**src/rtl/keypad_emulator.sv**
```systemverilog
// keypad_emulator: answers a 3x4 matrix keypad scanner's column drive with row responses for commanded key presses.
// Define KEYEMU_BOUNCE_EN to prepend a 4-tick contact-bounce pattern to every valid press.
module keypad_emulator #(
  parameter int TICK_DIV  = 12500,
  parameter int GAP_TICKS = 4
) (
  input  logic       clk,
  input  logic       rst,
  input  logic [2:0] key_col,
  output logic [3:0] key_row,
  input  logic       cmd_valid,
  output logic       cmd_ready,
  input  logic [3:0] cmd_key,
  input  logic [7:0] cmd_hold,
  output logic       busy,
  output logic       done,
  output logic       err
);
  localparam int PW = $clog2(TICK_DIV + 1);
`ifdef KEYEMU_BOUNCE_EN
  typedef enum logic [1:0] {IDLE = 2'd0, BOUNCE = 2'd1, HOLD = 2'd2, GAP = 2'd3} state_t;
  localparam state_t FIRST = BOUNCE;
`else
  typedef enum logic [1:0] {IDLE = 2'd0, HOLD = 2'd2, GAP = 2'd3} state_t;
  localparam state_t FIRST = HOLD;
`endif
  state_t state_q, state_d;
  logic [PW-1:0] presc_q, presc_d;
  logic [7:0] cnt_q, cnt_d, hold_q, hold_d;
  logic [1:0] row_q, row_d, col_q, col_d;
  logic done_q, done_d, err_q, err_d, pressed, tick, bad;
  assign tick = presc_q == PW'(TICK_DIV - 1);
  assign bad = cmd_key > 4'd11;
  assign cmd_ready = state_q == IDLE;
  assign busy = ~cmd_ready;
  assign done = done_q;
  assign err = err_q;
  assign key_row = (pressed && key_col[col_q]) ? 4'(1) << row_q : 4'b0;
  always_comb begin
    state_d = state_q;
    presc_d = tick ? '0 : presc_q + PW'(1);
    cnt_d = tick ? cnt_q + 8'd1 : cnt_q;
    hold_d = hold_q;
    row_d = row_q;
    col_d = col_q;
    done_d = 1'b0;
    err_d = 1'b0;
    pressed = 1'b0;
    case (state_q)
      IDLE: begin
        presc_d = '0;
        cnt_d = '0;
        if (cmd_valid) begin
          err_d = bad;
          state_d = bad ? IDLE : FIRST;
          hold_d = cmd_hold == 8'd0 ? 8'd1 : cmd_hold;
          row_d = cmd_key inside {4'd1, 4'd2, 4'd3} ? 2'd0 :
                  cmd_key inside {4'd4, 4'd5, 4'd6} ? 2'd1 :
                  cmd_key inside {4'd7, 4'd8, 4'd9} ? 2'd2 : 2'd3;
          col_d = cmd_key inside {4'd1, 4'd4, 4'd7, 4'd10} ? 2'd0 :
                  cmd_key inside {4'd2, 4'd5, 4'd8, 4'd0} ? 2'd1 : 2'd2;
        end
      end
`ifdef KEYEMU_BOUNCE_EN
      BOUNCE: begin
        pressed = ~cnt_q[0];
        if (tick && cnt_q == 8'd3) begin
          state_d = HOLD;
          cnt_d = '0;
        end
      end
`endif
      HOLD: begin
        pressed = 1'b1;
        if (tick && cnt_q == hold_q - 8'd1) begin
          state_d = GAP;
          cnt_d = '0;
        end
      end
      GAP: begin
        if (tick && cnt_q == 8'(GAP_TICKS - 1)) begin
          state_d = IDLE;
          done_d = 1'b1;
        end
      end
      default: state_d = IDLE;
    endcase
  end
  always_ff @(posedge clk or posedge rst) begin
    if (rst) begin
      state_q <= IDLE;
      presc_q <= '0;
      cnt_q <= '0;
      hold_q <= 8'd1;
      row_q <= '0;
      col_q <= '0;
      done_q <= 1'b0;
      err_q <= 1'b0;
    end else begin
      state_q <= state_d;
      presc_q <= presc_d;
      cnt_q <= cnt_d;
      hold_q <= hold_d;
      row_q <= row_d;
      col_q <= col_d;
      done_q <= done_d;
      err_q <= err_d;
    end
  end
endmodule

```
**config.mk**
```make
export PLATFORM = sky130hd
export DESIGN_NAME = keypad_emulator
export DESIGN_NICKNAME = d
export VERILOG_FILES = /design/src/rtl/keypad_emulator.sv
export SDC_FILE = /design/constraint.sdc
export NUM_CORES = 1
export LEC_CHECK = 0
export ABC_AREA = 0
export CAP_MARGIN = 25
export CELL_PAD_IN_SITES_DETAIL_PLACEMENT = 1
export CELL_PAD_IN_SITES_GLOBAL_PLACEMENT = 2
export CORE_UTILIZATION = 38
export DETAILED_ROUTE_END_ITERATION = 7
export PLACE_DENSITY = 0.95
export SYNTH_ARGS = -nofsm -noshare
export SYNTH_HDL_FRONTEND = slang
export SYNTH_SLANG_ARGS = --single-unit
export TNS_END_PERCENT = 5
```
**constraint.sdc**
```tcl
create_clock -name clk -period 3.48 [get_ports clk]
set_input_delay 0.696 -clock clk [delete_from_list [all_inputs] [get_ports clk]]
set_output_delay 0.696 -clock clk [all_outputs]
set_load 0.01 [all_outputs]
```
* After elaboration in Yosys (flattened, before gate mapping)
Cells that the tools add are included.
** Cells by class
- $add $sub $neg :: 3
- Order comparisons :: 2
- Eq/ne operators :: 18
- Shifts and indexed selects :: 1
- Mux-type cells :: 24
- Bitwise gates (word level) :: 1
- Reduce and logical (&&, ||, !) cells :: 13
** Operators by type and width (number)
- $mux W14 :: 2
- $mux W8 :: 3
- $eq A4 B3 Y1 const B :: 4
- $mux W2 :: 8
- $pmux W8 S2 :: 1
- $add A14 B1 Y14 const B :: 1
- $eq A14 B14 Y1 const B :: 1
- $eq A4 B4 Y1 const B :: 3
- $reduce_bool A3 Y1 :: 3
- $add A8 B1 Y8 const B :: 1
- $eq A4 B2 Y1 const B :: 2
- $eq A8 B2 Y1 const B :: 1
- $eq A8 B8 Y1 :: 1
- $logic_not A8 Y1 :: 1
- $reduce_bool A4 Y1 :: 2
- $sub A8 B1 Y8 const B :: 1
- $mux W1 :: 7
- $ne A2 B2 Y1 const B :: 3
- $pmux W2 S3 :: 1
- $eq A2 B2 Y1 const B :: 2
- $eq A4 B1 Y1 const B :: 1
- $gt A4 B4 Y1 const B :: 1
- $logic_not A4 Y1 :: 1
- $mux W4 :: 1
- 8 further kinds :: 10
** Storage, ports and cells
- Register bits :: 38
- Input port bits :: 18
- Word-level logic and storage cells :: 70

* Longest topological paths before layout
- Depth in word-level cells :: 5
- Gate-level depth with buffers :: 8

* Worst setup path before layout
Ideal clock, no wire load.
- Path kind :: register -> register
- From :: register hold_q[0]
- To :: register cnt_q[0]
- Setup time :: 0.148 ns
- Arrival :: 2.048 ns
- Data required time :: 3.332 ns
- Setup slack :: 1.284 ns
- Stages on the path, launching flop included :: 9
- Path buffers :: 1
- Period minus slack after synthesis :: 2.196 ns
- Cell sequence :: dfstp_2 inv_1 ha_1 buf_2 o21ba_1 a221oi_1 a41oi_1 nor4b_4 a211oi_1
** On the way
- Cells in the longest elaborated chain, start to end :: 5
** Ends and longest elaborated chain
- start: declaration :: line 29 : logic [7:0] cnt_q, cnt_d, hold_q, hold_d;
- start signal: assignment :: line 103 : hold_q <= hold_d;
- $sub A8 B1 Y8 :: line 75 : if (tick && cnt_q == hold_q - 8'd1) begin
- $eq A8 B8 Y1 :: line 75
- $logic_and A1 B1 Y1 :: line 75
- $mux W8 :: line 75
- $pmux W8 S2 :: line 49 : case (state_q)
- net cnt_d[0] :: line 29
- end signal: assignment :: line 102 : cnt_q <= cnt_d;
- end: declaration :: line 29
The timed path passes the listed nets, and every way through them passes these cells.
A chain may end at the register's enable or synchronous reset.

* Final worst setup path
- From :: input port key_col[2]
- To :: output port key_row[2]
** On the way
- Cells in the longest elaborated chain, start to end :: 4
** Ends and longest elaborated chain
- start: declaration :: line 9 : input logic [2:0] key_col,
- $bmux W1 S2 :: line 38 : assign key_row = (pressed && key_col[col_q]) ? 4'(1) << row_q : 4'b0;
- $mux W1 (not written as such) :: line 38
- $logic_and A1 B1 Y1 :: line 38
- $mux W4 :: line 38
- end: declaration :: line 10 : output logic [3:0] key_row,
No other way between the ends. The select of a mux whose other input is x is not followed.

==> metrics <==
htree depth=2; layout cell share with drive strength beyond 1=9.84%; clock root cell=clkbuf_8; Sw Ratio=34.3%; PwrDens=528 mW/mm2; RSZ-0062 raised after global routing=no; routed vias=1652; Area Overhead vs Synth=19.2%; Final #Nets=264; most common cell after layout, fill and taps aside=dfrtp_1; routed len/inst=15.2 um; WL final=4.79 mm; router iterations before antenna repair=4; gpl congestion=0.765; CTS Hold Bufs=0; Mapped Area=0.00212 mm2; PostCTS Resize Cnt=0; CTS tree=done; DRC viols=0; CP required=2.78 ns; Max Cap Viol=0; vias in the first global route=between 1500 and 2000; number of DRC markers in iteration 0=a little under 100; Clock Power Share=approximately a quarter; register area share after synthesis=approximately 45%; status=complete, no violations; worst endpoint data arrival time=between 2 and 2.5 ns; initial antenna violation count=0; fmax=approximately 310 MHz; Synth Register Bits=38; Final Hold Fails=0; Flop pwr share=47.1%; Tightest Hold Check Type=reg2reg; HPWL after DPL=3.55 mm; dpl cells=306; Die Span X=approximately 77 um; worst-skew pair later-pin latency=0.29 ns; DR vias/cell=5.26; most frequent cells in the layout=37 x dfrtp_1, 25 x clkdlybuf4s50_1, 22 x nor2_1; clock tree buffer depth=2; antenna cells=0; post-synthesis instance total=about 220; Worst Tran Pin Value=0.901 ns; Num CTS Buffers=5; Tmin final=3.18 ns; Worst-path clk slew=0.08 ns; first-pass GRT wire length=8.49 mm; Die Ht=76.7 um; Total Routing Usage GR=a little under a fifth; Sw Pwr=0.458 mW; clock sink count=38; gr ovfl total=0; Max-slew headroom=around two fifths; IO buf count=25; Synth Flop Type=dfrtp_1; Peak supply drop=0.242 mV; Synth Area per Inst=9.78 um2; ys async rst share=100%; antenna-violating nets left=0; CP endpoint kind=output port; Final period util=91.4%; setup bufs post-CTS=0; Die Area=0.00589 mm2; Sum Neg Setup Slack=0 ns; Setup Crit Path Kind=in2out; Slew Limit Fails=0; Finished Layout Cells=around 310; Initial Utilization=40.5%; crit-path max FO=2; number of enable flip-flop cells after synthesis=0; core area=0.00524 mm2; # setup viols final=0; largest net degree at the start of global routing=23; I/O pin total=26; skew final=0.00549 ns; Critical Path Source Type=primary input; combinational power share=29.4%; Synth Warn #=0; Pleak=approximately 1.1 nW; synth unique cells=45; num rows=26; Int Pwr=0.877 mW; syn_nets=238
registers in the layout (all words and copies together), names as in the netlist:
| name | flops |
|---|---|
| presc_q | 14 |
| cnt_q | 8 |
| hold_q | 8 |
| col_q | 2 |
| row_q | 2 |
| state_q | 2 |
| done | 1 |
| err | 1 |
cells by family (layout without fill, tap and decap cells):
| group | Yosys count | count (layout) | synth area share [%] |
|---|---|---|---|
| and+or+nand+nor | 90 | 90 | 22.6 |
| DFF | 38 | 38 | 44.9 |
| xor gates and xnor gates | 29 | 29 | 12.0 |
| muxes | 9 | 9 | 4.66 |
| adders and majority gates | 3 | 3 | 1.77 |
| AOI/OAI and AO/OA | 31 | 31 | 10.6 |
| buffers and inverters | 17 | 44 | 3.54 |
final timing paths:
path | endpoint | from | cells after the start | slack (ns)
worst max-delay path | key_row[2] | key_col[2] | 6 | 0.30
worst min-delay path | presc_q[0] | presc_q[0] | 1 | 0.50
worst max register to register | cnt_q[4] | hold_q[0] | 7 | 0.96
worst min register to register | presc_q[0] | presc_q[0] | 1 | 0.50
max in group asynchronous | presc_q[9] | rst | 3 | 1.91
min in group asynchronous | err | rst | 2 | 0.89
synthesized netlist by cell type, types with 2 or more instances:
library cell,instances,area share (%)
mux2i_1,2,0.94
a211oi_1,9,3.2
ha_1,3,1.8
nor2b_1,2,0.59
nand3_1,10,2.4
xnor2_1,10,4.1
and2_1,3,0.88
nor4_1,4,1.2
dfrtp_1,37,44
nor4b_1,2,0.83
a21oi_1,6,1.4
o21ai_0,2,0.47
nor2_1,22,3.9
nor3_1,9,2.1
mux2_2,7,3.7
and3_1,4,1.2
xor2_1,19,7.8
nand4_1,6,1.8
buf_2,3,0.71
nand2_1,18,3.2
or2_2,2,0.59
a221oi_1,2,0.83
inv_1,8,1.4
o21bai_1,2,0.71
clkbuf_1,5,0.88
power groups by stage:
stage	clock [mW]	sequential, mW	combinational [mW]
6_report	0.315	0.629	0.392
5_1_grt	0.342	0.647	0.440
4_1_cts	0.330	0.629	0.397
3_5_place_dp	0	0.638	0.394
3_3_place_gp	0	0.634	0.378
2_1_floorplan	0	0.606	0.287
through the flow:
stage	area (um2)	hold WS (ns)	power [mW]	utilization [%]	setup slack (ns)
floorplan	2120	0.455	0.893	-	1.28
global placement	2440	0.472	1.01	46.5	0.411
detailed placement	2440	0.500	1.03	46.5	0.361
CTS	2530	0.510	1.36	48.3	0.263
global route	2530	0.554	1.43	48.3	0.206
finish	2530	0.501	1.34	48.3	0.299
layer usage:
layer  up-vias  share of wire, %  GRT usage, %
li1        817                 -             -
met5         -                 0             0
met4         0               1.0          6.35
met3         4               3.1          4.76
met2        18                45          27.2
met1       813                51          26.2
layout make-up:
class,instances,area [um2]
Clock buffer,7,86.3
Clock inverter,1,5.00
Fill cell,593,2710
Inverter,8,30.0
Multi-Input combinational cell,162,1090
Sequential cell,38,952
Tap cell,70,87.6
Timing Repair Buffer,28,273
worst max-delay path, stage by stage:
cell,delay (ns)
clkdlybuf4s50_1,0.45
mux2i_1,0.06
o22ai_1,0.21
nor4b_1,0.34
and2_1,0.18
clkdlybuf4s50_1,0.54
(Power assumes the default switching activity.)
